**src/rtl/sd_sector_arbiter.sv**
```systemverilog
// Two-requester arbiter for the SD sector reader: A has priority, B is forced after
// STARVE_LIMIT consecutive A grants. Optional statistics counters under SD_SECTOR_ARB_STATS_EN.
module sd_sector_arbiter #(
    parameter int unsigned TIMEOUT_CYCLES = 2000000,
    parameter int unsigned STARVE_LIMIT   = 4
) (
    input  logic        CLK,
    input  logic        RESET,
    input  logic        card_ready,
    input  logic        a_req,
    input  logic [31:0] a_sector,
    output logic        a_grant,
    output logic        a_rvalid,
    output logic [7:0]  a_rdata,
    output logic        a_done,
    output logic        a_err,
    input  logic        b_req,
    input  logic [31:0] b_sector,
    output logic        b_grant,
    output logic        b_rvalid,
    output logic [7:0]  b_rdata,
    output logic        b_done,
    output logic        b_err,
    output logic        rd_start,
    output logic [31:0] rd_sector,
    input  logic        rd_done,
    input  logic        rd_rvalid,
    input  logic [7:0]  rd_rdata,
`ifdef SD_SECTOR_ARB_STATS_EN
    output logic [15:0] a_count,
    output logic [15:0] b_count,
    output logic [7:0]  err_count,
`endif
    output logic        busy
);

    localparam int unsigned WD_W = $clog2(TIMEOUT_CYCLES + 1);
    localparam int unsigned SC_W = (STARVE_LIMIT > 0) ? $clog2(STARVE_LIMIT + 1) : 1;
    localparam logic [WD_W-1:0] WD_LAST = WD_W'(TIMEOUT_CYCLES - 1);
    localparam logic [SC_W-1:0] SC_MAX  = SC_W'(STARVE_LIMIT);

    typedef enum logic [1:0] {StIdle, StIssue, StWait, StRelease} state_t;

    state_t            r_state, w_state_d;
    logic              r_owner_b, w_owner_b_d;
    logic              r_a_grant, w_a_grant_d;
    logic              r_b_grant, w_b_grant_d;
    logic [31:0]       r_rd_sector, w_rd_sector_d;
    logic              r_rd_start, w_rd_start_d;
    logic              r_a_done, w_a_done_d;
    logic              r_b_done, w_b_done_d;
    logic              r_a_err, w_a_err_d;
    logic              r_b_err, w_b_err_d;
    logic [SC_W-1:0]   r_starve, w_starve_d;
    logic [WD_W-1:0]   r_wd, w_wd_d;

    logic              w_pick_b;
    logic              w_fwd_a;
    logic              w_fwd_b;

    // B wins a tie only once A has starved it STARVE_LIMIT times in a row.
    assign w_pick_b = b_req && (!a_req || (r_starve == SC_MAX));

    always_ff @(posedge CLK or posedge RESET) begin
        if (RESET) begin
            r_state     <= StIdle;
            r_owner_b   <= 1'b0;
            r_a_grant   <= 1'b0;
            r_b_grant   <= 1'b0;
            r_rd_sector <= 32'h0;
            r_rd_start  <= 1'b0;
            r_a_done    <= 1'b0;
            r_b_done    <= 1'b0;
            r_a_err     <= 1'b0;
            r_b_err     <= 1'b0;
            r_starve    <= '0;
            r_wd        <= '0;
        end else begin
            r_state     <= w_state_d;
            r_owner_b   <= w_owner_b_d;
            r_a_grant   <= w_a_grant_d;
            r_b_grant   <= w_b_grant_d;
            r_rd_sector <= w_rd_sector_d;
            r_rd_start  <= w_rd_start_d;
            r_a_done    <= w_a_done_d;
            r_b_done    <= w_b_done_d;
            r_a_err     <= w_a_err_d;
            r_b_err     <= w_b_err_d;
            r_starve    <= w_starve_d;
            r_wd        <= w_wd_d;
        end
    end

    always_comb begin
        w_state_d     = r_state;
        w_owner_b_d   = r_owner_b;
        w_a_grant_d   = r_a_grant;
        w_b_grant_d   = r_b_grant;
        w_rd_sector_d = r_rd_sector;
        w_rd_start_d  = 1'b0;
        w_a_done_d    = 1'b0;
        w_b_done_d    = 1'b0;
        w_a_err_d     = 1'b0;
        w_b_err_d     = 1'b0;
        w_starve_d    = r_starve;
        w_wd_d        = r_wd;

        case (r_state)
            StIdle: begin
                if (card_ready && (a_req || b_req)) begin
                    w_owner_b_d   = w_pick_b;
                    w_a_grant_d   = !w_pick_b;
                    w_b_grant_d   = w_pick_b;
                    w_rd_sector_d = w_pick_b ? b_sector : a_sector;
                    if (w_pick_b || !b_req) begin
                        w_starve_d = '0;
                    end else if (r_starve != SC_MAX) begin
                        w_starve_d = r_starve + SC_W'(1);
                    end
                    w_state_d = StIssue;
                end
            end
            StIssue: begin
                w_rd_start_d = 1'b1;
                w_wd_d       = '0;
                w_state_d    = StWait;
            end
            StWait: begin
                if (rd_done) begin
                    w_a_done_d  = !r_owner_b;
                    w_b_done_d  = r_owner_b;
                    w_a_grant_d = 1'b0;
                    w_b_grant_d = 1'b0;
                    w_state_d   = StRelease;
                end else if (r_wd == WD_LAST) begin
                    w_a_err_d   = !r_owner_b;
                    w_b_err_d   = r_owner_b;
                    w_a_grant_d = 1'b0;
                    w_b_grant_d = 1'b0;
                    w_state_d   = StRelease;
                end else begin
                    w_wd_d = r_wd + WD_W'(1);
                end
            end
            StRelease: begin
                // One dead cycle lets the requester retire or change its request.
                w_state_d = StIdle;
            end
            default: begin
                w_state_d = StIdle;
            end
        endcase
    end

    assign w_fwd_a = (r_state == StWait) && !r_owner_b;
    assign w_fwd_b = (r_state == StWait) && r_owner_b;

    assign a_grant   = r_a_grant;
    assign b_grant   = r_b_grant;
    assign a_rvalid  = w_fwd_a && rd_rvalid;
    assign b_rvalid  = w_fwd_b && rd_rvalid;
    assign a_rdata   = w_fwd_a ? rd_rdata : 8'h00;
    assign b_rdata   = w_fwd_b ? rd_rdata : 8'h00;
    assign a_done    = r_a_done;
    assign b_done    = r_b_done;
    assign a_err     = r_a_err;
    assign b_err     = r_b_err;
    assign rd_start  = r_rd_start;
    assign rd_sector = r_rd_sector;
    assign busy      = (r_state != StIdle);

`ifdef SD_SECTOR_ARB_STATS_EN
    logic [15:0] r_a_count;
    logic [15:0] r_b_count;
    logic [7:0]  r_err_count;

    always_ff @(posedge CLK or posedge RESET) begin
        if (RESET) begin
            r_a_count   <= 16'h0;
            r_b_count   <= 16'h0;
            r_err_count <= 8'h0;
        end else begin
            if (r_a_done) begin
                r_a_count <= r_a_count + 16'd1;
            end
            if (r_b_done) begin
                r_b_count <= r_b_count + 16'd1;
            end
            if ((r_a_err || r_b_err) && (r_err_count != 8'hFF)) begin
                r_err_count <= r_err_count + 8'd1;
            end
        end
    end

    assign a_count   = r_a_count;
    assign b_count   = r_b_count;
    assign err_count = r_err_count;
`endif

endmodule

```
**config.mk**
```make
export PLATFORM = sky130hd
export DESIGN_NAME = sd_sector_arbiter
export DESIGN_NICKNAME = d
export VERILOG_FILES = /design/src/rtl/sd_sector_arbiter.sv
export SDC_FILE = /design/constraint.sdc
export NUM_CORES = 1
export LEC_CHECK = 0
export ABC_AREA = 1
export CAP_MARGIN = 20
export CORE_MARGIN = 2
export CORE_UTILIZATION = 48
export DETAILED_ROUTE_END_ITERATION = 10
export PLACE_DENSITY = 0.88
export SLEW_MARGIN = 30
export SYNTH_ARGS = -nofsm -noshare
export SYNTH_HDL_FRONTEND = slang
export SYNTH_SLANG_ARGS = --single-unit
export TNS_END_PERCENT = 20
```
**constraint.sdc**
```tcl
create_clock -name CLK -period 3.9 [get_ports CLK]
set_clock_uncertainty 0.2 [all_clocks]
set_input_delay 0.975 -clock CLK [delete_from_list [all_inputs] [get_ports CLK]]
set_output_delay 0.975 -clock CLK [all_outputs]
set_load 0.05 [all_outputs]
```
==> results_dict.tcl, run 1 <==
set metrics [dict create \
    place_inst 715 \
    core-area_sq_um 7290 \
    fill_cells 596 \
    rsz0062_at_grt "false" \
    p_per_area_nw_per_um2 679 \
    dr.pass1.iters 5 \
    ant_nets 0 \
    gp_congestion 0.912 \
    hold_depth 2 \
    switching_power_mw 1.71 \
    relSlewSlack 0.566 \
    yosysTopAreaCellShare 0.455 \
    netSwitchingFraction 0.484 \
    hold_viol 0 \
    clk_pin_slew_worst_paths_ns 0.07 \
    postCtsSetupRepairBufs 0 \
    grt_pass1_vias 3649 \
    cts_resized 0 \
    via_per_inst 5.23 \
    crit_top_cell "inv_1" \
    vias 3825 \
    synthCells 497 \
    final_util 0.714 \
    reg2reg_to "r_wd[20]" \
    synth_area_sq_um 3630 \
    r2r_start "r_state[0]" \
    hp-class "reg -> reg" \
    layout.nets 713 \
    status "completed" \
    syn_to_final_growth_pct 43.5 \
    netlist_top_cells_area "dfrtp_1 (45%), nand2_1 (12%), nor2_1 (9.7%)" \
    crit_path_max_incr_delay_ns 0.81 \
    n_antenna_cell 0 \
    cp_max_fo 3 \
    ir_worst_vdd_mv 0.414 \
    grt_usage 0.249 \
    whs_endpoint "rd_sector[29]" \
    clkSinkCount 66 \
    dieArea_sq_um 8280 \
    p_int_mw 1.83 \
    tns_ns 0 \
    min-delay-start "rd_sector[29]" \
    startpoint_type "flop" \
    maxCapViolCount 0 \
    cts_buffers 9 \
    yosys_warnings 0 \
    ioPinCount 137 \
    r2r_cells 7 \
    yosys_register_bits 66 \
    grt_first_pass_wirelength_um 16700 \
    die_w_um 91.0 \
    initial_core_util 0.498 \
    leakage_nw 2.36 \
    grt_max_degree 38 \
    ys_types 29 \
    layout-drive-gt1-share 0.0918 \
    ctsHoldBuffers 0 \
    arrival_ns 1.96 \
    wl_um 10300 \
    io_buffer_count 136 \
    yosys.area.top_type "dfrtp_1" \
    combPwrFrac 0.546 \
    cp-end-kind "output port" \
    post-dp-hpwl_um 7620 \
    post-route-min-period_ns 3.13 \
    rows 31 \
    synth_edf_count 0 \
    worstMarginPinSlew_ns 0.650 \
    fmaxAchievable_ghz 0.319 \
    ys_seq_area_frac 0.455 \
    yosysMostFrequentCell "nand2_1" \
    seq_power_share 0.289 \
    die_h_um 91.0 \
    fin_crit_sh 0.803 \
    critPathKind "reg -> out" \
    synth_area_per_cell_sq_um 7.31 \
    clk-insertion-delay-late_ns 0.34 \
    clkPwrFrac 0.165 \
    routedWlPerCell_um 14.1 \
    cts-htree-levels 3 \
    antenna_found_initial 0 \
    crit_path_cell_trace "inv_1 -> ha_1 -> inv_1 -> clkdlybuf4s50_1" \
    yosys_most_used_dff "dfrtp_1" \
    cts_buffer_depth 2 \
    rrSetupSlack_ns 1.49 \
    grt_overflow 0 \
    final_max_slew_viol_count 0 \
    synth_commonest_cells "nand2_1 (118), nor2_1 (94), dfrtp_1 (66), o21ai_0 (46), inv_1 (38)" \
    cts_root_buf "clkbuf_8" \
    finalSetupViolCount 0 \
    required_ns 2.72 \
    fin_cells 731 \
    cts_tree "yes" \
    slowest_stage "clkdlybuf4s50_1" \
    synthArstFlopShare 1.00 \
    finalPower_mw 3.54 \
    drt_iter0_markers 226 \
    drc_errors 0 \
    synth_nets 583 \
]
through the flow:
step	hold slack (ns)	area [sq um]	worst slack (ns)
6_report	0.290	5210	0.768
5_1_grt	0.325	5210	0.715
4_1_cts	0.291	5210	0.764
3_5_place_dp	0.274	5010	0.888
3_3_place_gp	0.269	5010	0.939
2_1_floorplan	0.267	3630	1.06
sequential cells by signal, indices dropped and copies added, names as in the netlist:
signal and flops:
a_done 1, a_err 1, r_state 2, a_grant 1, rd_start 1, b_done 1
r_wd 21, b_grant 1, b_err 1, r_owner_b 1, r_starve 3, rd_sector 32
kinds of logic after synthesis:
kind of cell               after synthesis  synth area share
adders and majority gates                7            0.0241
and+or+nand+nor                        269             0.310
xor gates and xnor gates                 4           0.00965
buffers and inverters                   63            0.0720
AOI/OAI and AO/OA                       88             0.129
DFF                                     66             0.455
worst max path at each step:
stage                start    endpoint  depth (start not counted)
2_1_floorplan  rd_rdata[0]  a_rdata[0]                          2
3_3_place_gp   rd_rdata[5]  b_rdata[5]                          4
3_5_place_dp   rd_rdata[3]  b_rdata[3]                          4
4_1_cts         r_state[0]        busy                          4
5_1_grt         r_state[1]        busy                          4
6_report        r_state[0]        busy                          4
metal layers:
layer,track usage,vias up,wire (um)
li1,-,1852,-
met1,0.273,1775,3830
met2,0.433,166,5340
met3,0.0705,32,807
met4,0.134,0,368
met5,0,-,0
final cells by class:
cell class / count / area, sq um / area share
multi-input combinational: 368 / 1720 / 0.330
sequential: 66 / 1650 / 0.317
timing repair buffer: 140 / 1360 / 0.261
clock buffer: 14 / 163 / 0.0312
inverter: 42 / 158 / 0.0303
tap: 99 / 124 / 0.0238
clock inverter: 2 / 35.0 / 0.00672
layout by cell type (no fill, tap or decap), drive strengths merged, types with 2 or more instances in the layout:
cell and n:
a21oi 5, buf 22, clkbuf 14, clkdlybuf4s50 118, dfrtp 66, ha 7, inv 42, nand2 124
nand3 29, nand3b 2, nand4 8, nor2 97, nor3 7, o21ai 82, xor2 3
power groups by stage:
| stage | clock, mW | combinational, mW | sequential [mW] |
|---|---|---|---|
| 2_1_floorplan | 0 | 0.703 | 1.62 |
| 3_3_place_gp | 0 | 1.90 | 1.02 |
| 3_5_place_dp | 0 | 1.94 | 1.03 |
| 4_1_cts | 0.588 | 1.95 | 1.02 |
| 5_1_grt | 0.619 | 2.05 | 1.05 |
| 6_report | 0.585 | 1.93 | 1.02 |
critical path: cells and delay by family (launching register included):
| kind | cells | cell delay, ns |
|---|---|---|
| fa+ha+maj | 1 | 0.24 |
| flops | 1 | 0.37 |
| buf+inv | 3 | 1.00 |
(Power assumes the default switching activity.)
==> inputs of run 2 (changes only) <==
--- a/config.mk
+++ b/config.mk
@@ -8,9 +8,9 @@
 export ABC_AREA = 1
 export CAP_MARGIN = 20
 export CORE_MARGIN = 2
-export CORE_UTILIZATION = 48
+export CORE_UTILIZATION = 45
 export DETAILED_ROUTE_END_ITERATION = 10
-export PLACE_DENSITY = 0.88
+export PLACE_DENSITY = 0.83
 export SLEW_MARGIN = 30
 export SYNTH_ARGS = -nofsm -noshare
 export SYNTH_HDL_FRONTEND = slang
==> constraint.sdc (replaced) <==
create_clock -name CLK -period 3 [get_ports CLK]
set_clock_uncertainty 0.2 [all_clocks]
set_input_delay 0.75 -clock CLK [delete_from_list [all_inputs] [get_ports CLK]]
set_output_delay 0.75 -clock CLK [all_outputs]
set_load 0.05 [all_outputs]
==> run 2 against run 1 <==
Non-clock buffer count is 4 higher; routed wire length increased by 0.43%; count of clock-buffer cells in the layout decreased by 2; cell count is 0.96% higher; worst setup slack lost 0.69 ns; via count is 1.1% lower; clock power increased by 33%; core utilization fell by 0.94 points; largest power group unchanged.
==> results_dict.tcl, run 2 (synthesis gave the netlist of run 1 again) <==
set metrics [dict create \
    via_per_inst 5.13 \
    critPathKind "reg -> out" \
    die_h_um 93.8 \
    arrival_ns 1.97 \
    rsz0062_at_grt "false" \
    post-dp-hpwl_um 7810 \
    ioPinCount 137 \
    postCtsSetupRepairBufs 0 \
    required_ns 2.05 \
    clkSinkCount 66 \
    setup_slack_ns 0.0794 \
    cts-htree-levels 3 \
    maxCapViolCount 0 \
    ctsHoldBuffers 0 \
    clk-insertion-delay-late_ns 0.34 \
    syn_to_final_growth_pct 50.8 \
    grt_overflow 0 \
    antenna_found_initial 0 \
    design_area_sq_um 5480 \
    fmaxAchievable_ghz 0.342 \
    cts_root_buf "clkbuf_8" \
    dpl_cell_area_sq_um 5270 \
    ant_nets 0 \
    status "completed" \
    vias 3783 \
    min-delay-start "rd_sector[29]" \
    drc_errors 0 \
    relSlewSlack 0.624 \
    clk_pin_slew_worst_paths_ns 0.08 \
    routedWlPerCell_um 14.1 \
    grt_first_pass_wirelength_um 16200 \
    die_w_um 93.8 \
    finalSetupViolCount 0 \
    core-area_sq_um 7770 \
    critPathLaunch "r_state[0]" \
    tns_ns 0 \
    ir_worst_vdd_mv 0.567 \
    worstMarginPinSlew_ns 0.563 \
    grt_max_degree 51 \
    final_max_slew_viol_count 0 \
    initial_core_util 0.467 \
    r2r_start "r_state[0]" \
    cp-end-kind "output port" \
    fill_cells 605 \
    hold_viol 0 \
    post-route-min-period_ns 2.92 \
    hp-class "reg -> reg" \
    wl_um 10400 \
    grt_usage 0.232 \
    dr.pass1.iters 5 \
    layout-drive-gt1-share 0.101 \
    io_buffer_count 136 \
    grt_pass1_vias 3494 \
    cts_buffer_depth 2 \
    p_per_area_nw_per_um2 876 \
    cp_max_fo 3 \
    final_cell_mix "nand2_1 (118), clkdlybuf4s50_1 (118), nor2_1 (93), dfrtp_1 (66), o21ai_0 (46)" \
    dieArea_sq_um 8800 \
    pre_cts_ws_ns 0.363 \
    fin_crit_sh 0.974 \
    n_antenna_cell 0 \
    cts_buffers 9 \
    cts_resized 0 \
    finalPower_mw 4.80 \
    leakage_nw 2.43 \
    layout.nets 717 \
    largest_reg_flops 32 \
    drt_iter0_markers 235 \
    cts_tree "yes" \
    gp_congestion 0.947 \
    startpoint_type "flop" \
    rows 32 \
]
-- run 2: cell types whose count changed in the layout (fill, tap and decap cells not counted) --
cell | before | now
clkbuf_1 | 3 | 1
buf_12 | 1 | 19
buf_4 | 21 | 7
clkinvlp_4 | 0 | 2
-- run 2: cell type report --
| cell class | count | area (sq um) | area share |
|---|---|---|---|
| Tap cell | 102 | 128 | 0.0233 |
| Multi-Input combinational cell | 368 | 1720 | 0.314 |
| Timing Repair Buffer | 144 | 1610 | 0.295 |
| Clock inverter | 4 | 50.0 | 0.00914 |
| Clock buffer | 12 | 155 | 0.0283 |
| Inverter | 42 | 158 | 0.0288 |
| Sequential cell | 66 | 1650 | 0.302 |
-- run 2: worst paths after layout --
| check | to | slack, ns | cells past startpoint |
|---|---|---|---|
| max | busy | 0.08 | 4 |
| min | rd_sector[29] | 0.29 | 2 |
| max reg2reg | r_wd[19] | 0.73 | 9 |
| min reg2reg | rd_sector[29] | 0.29 | 2 |
| max in group asynchronous | r_wd[17] | 1.51 | 3 |
| min in group asynchronous | rd_sector[19] | 0.50 | 2 |
-- run 2: layer usage --
| layer | GRT usage | vias up | routed length [um] |
|---|---|---|---|
| li1 | - | 1857 | - |
| met1 | 0.290 | 1761 | 4370 |
| met2 | 0.393 | 151 | 5130 |
| met3 | 0.0554 | 14 | 735 |
| met4 | 0.0809 | 0 | 148 |
| met5 | 0 | - | 0 |
-- run 2: power breakdown --
part	leakage [nW]	switching, mW	internal [mW]
combinational	1.47	1.77	0.912
sequential	0.859	0.164	1.17
clock	0.0986	0.349	0.428
-- run 2: through the flow --
stage / hold WS (ns) / util / cells
floorplan: 0.267 / - / 497
global placement: 0.270 / 0.679 / 722
detailed placement: 0.273 / 0.679 / 722
CTS: 0.292 / 0.705 / 738
global route: 0.308 / 0.705 / 738
finish: 0.291 / 0.705 / 738
-- run 2: critical path, cell delays in order (launching register included) --
cell and delay (ns):
dfrtp_1 0.38, inv_1 0.09, ha_1 0.24, inv_1 0.09, clkdlybuf4s50_1 0.83
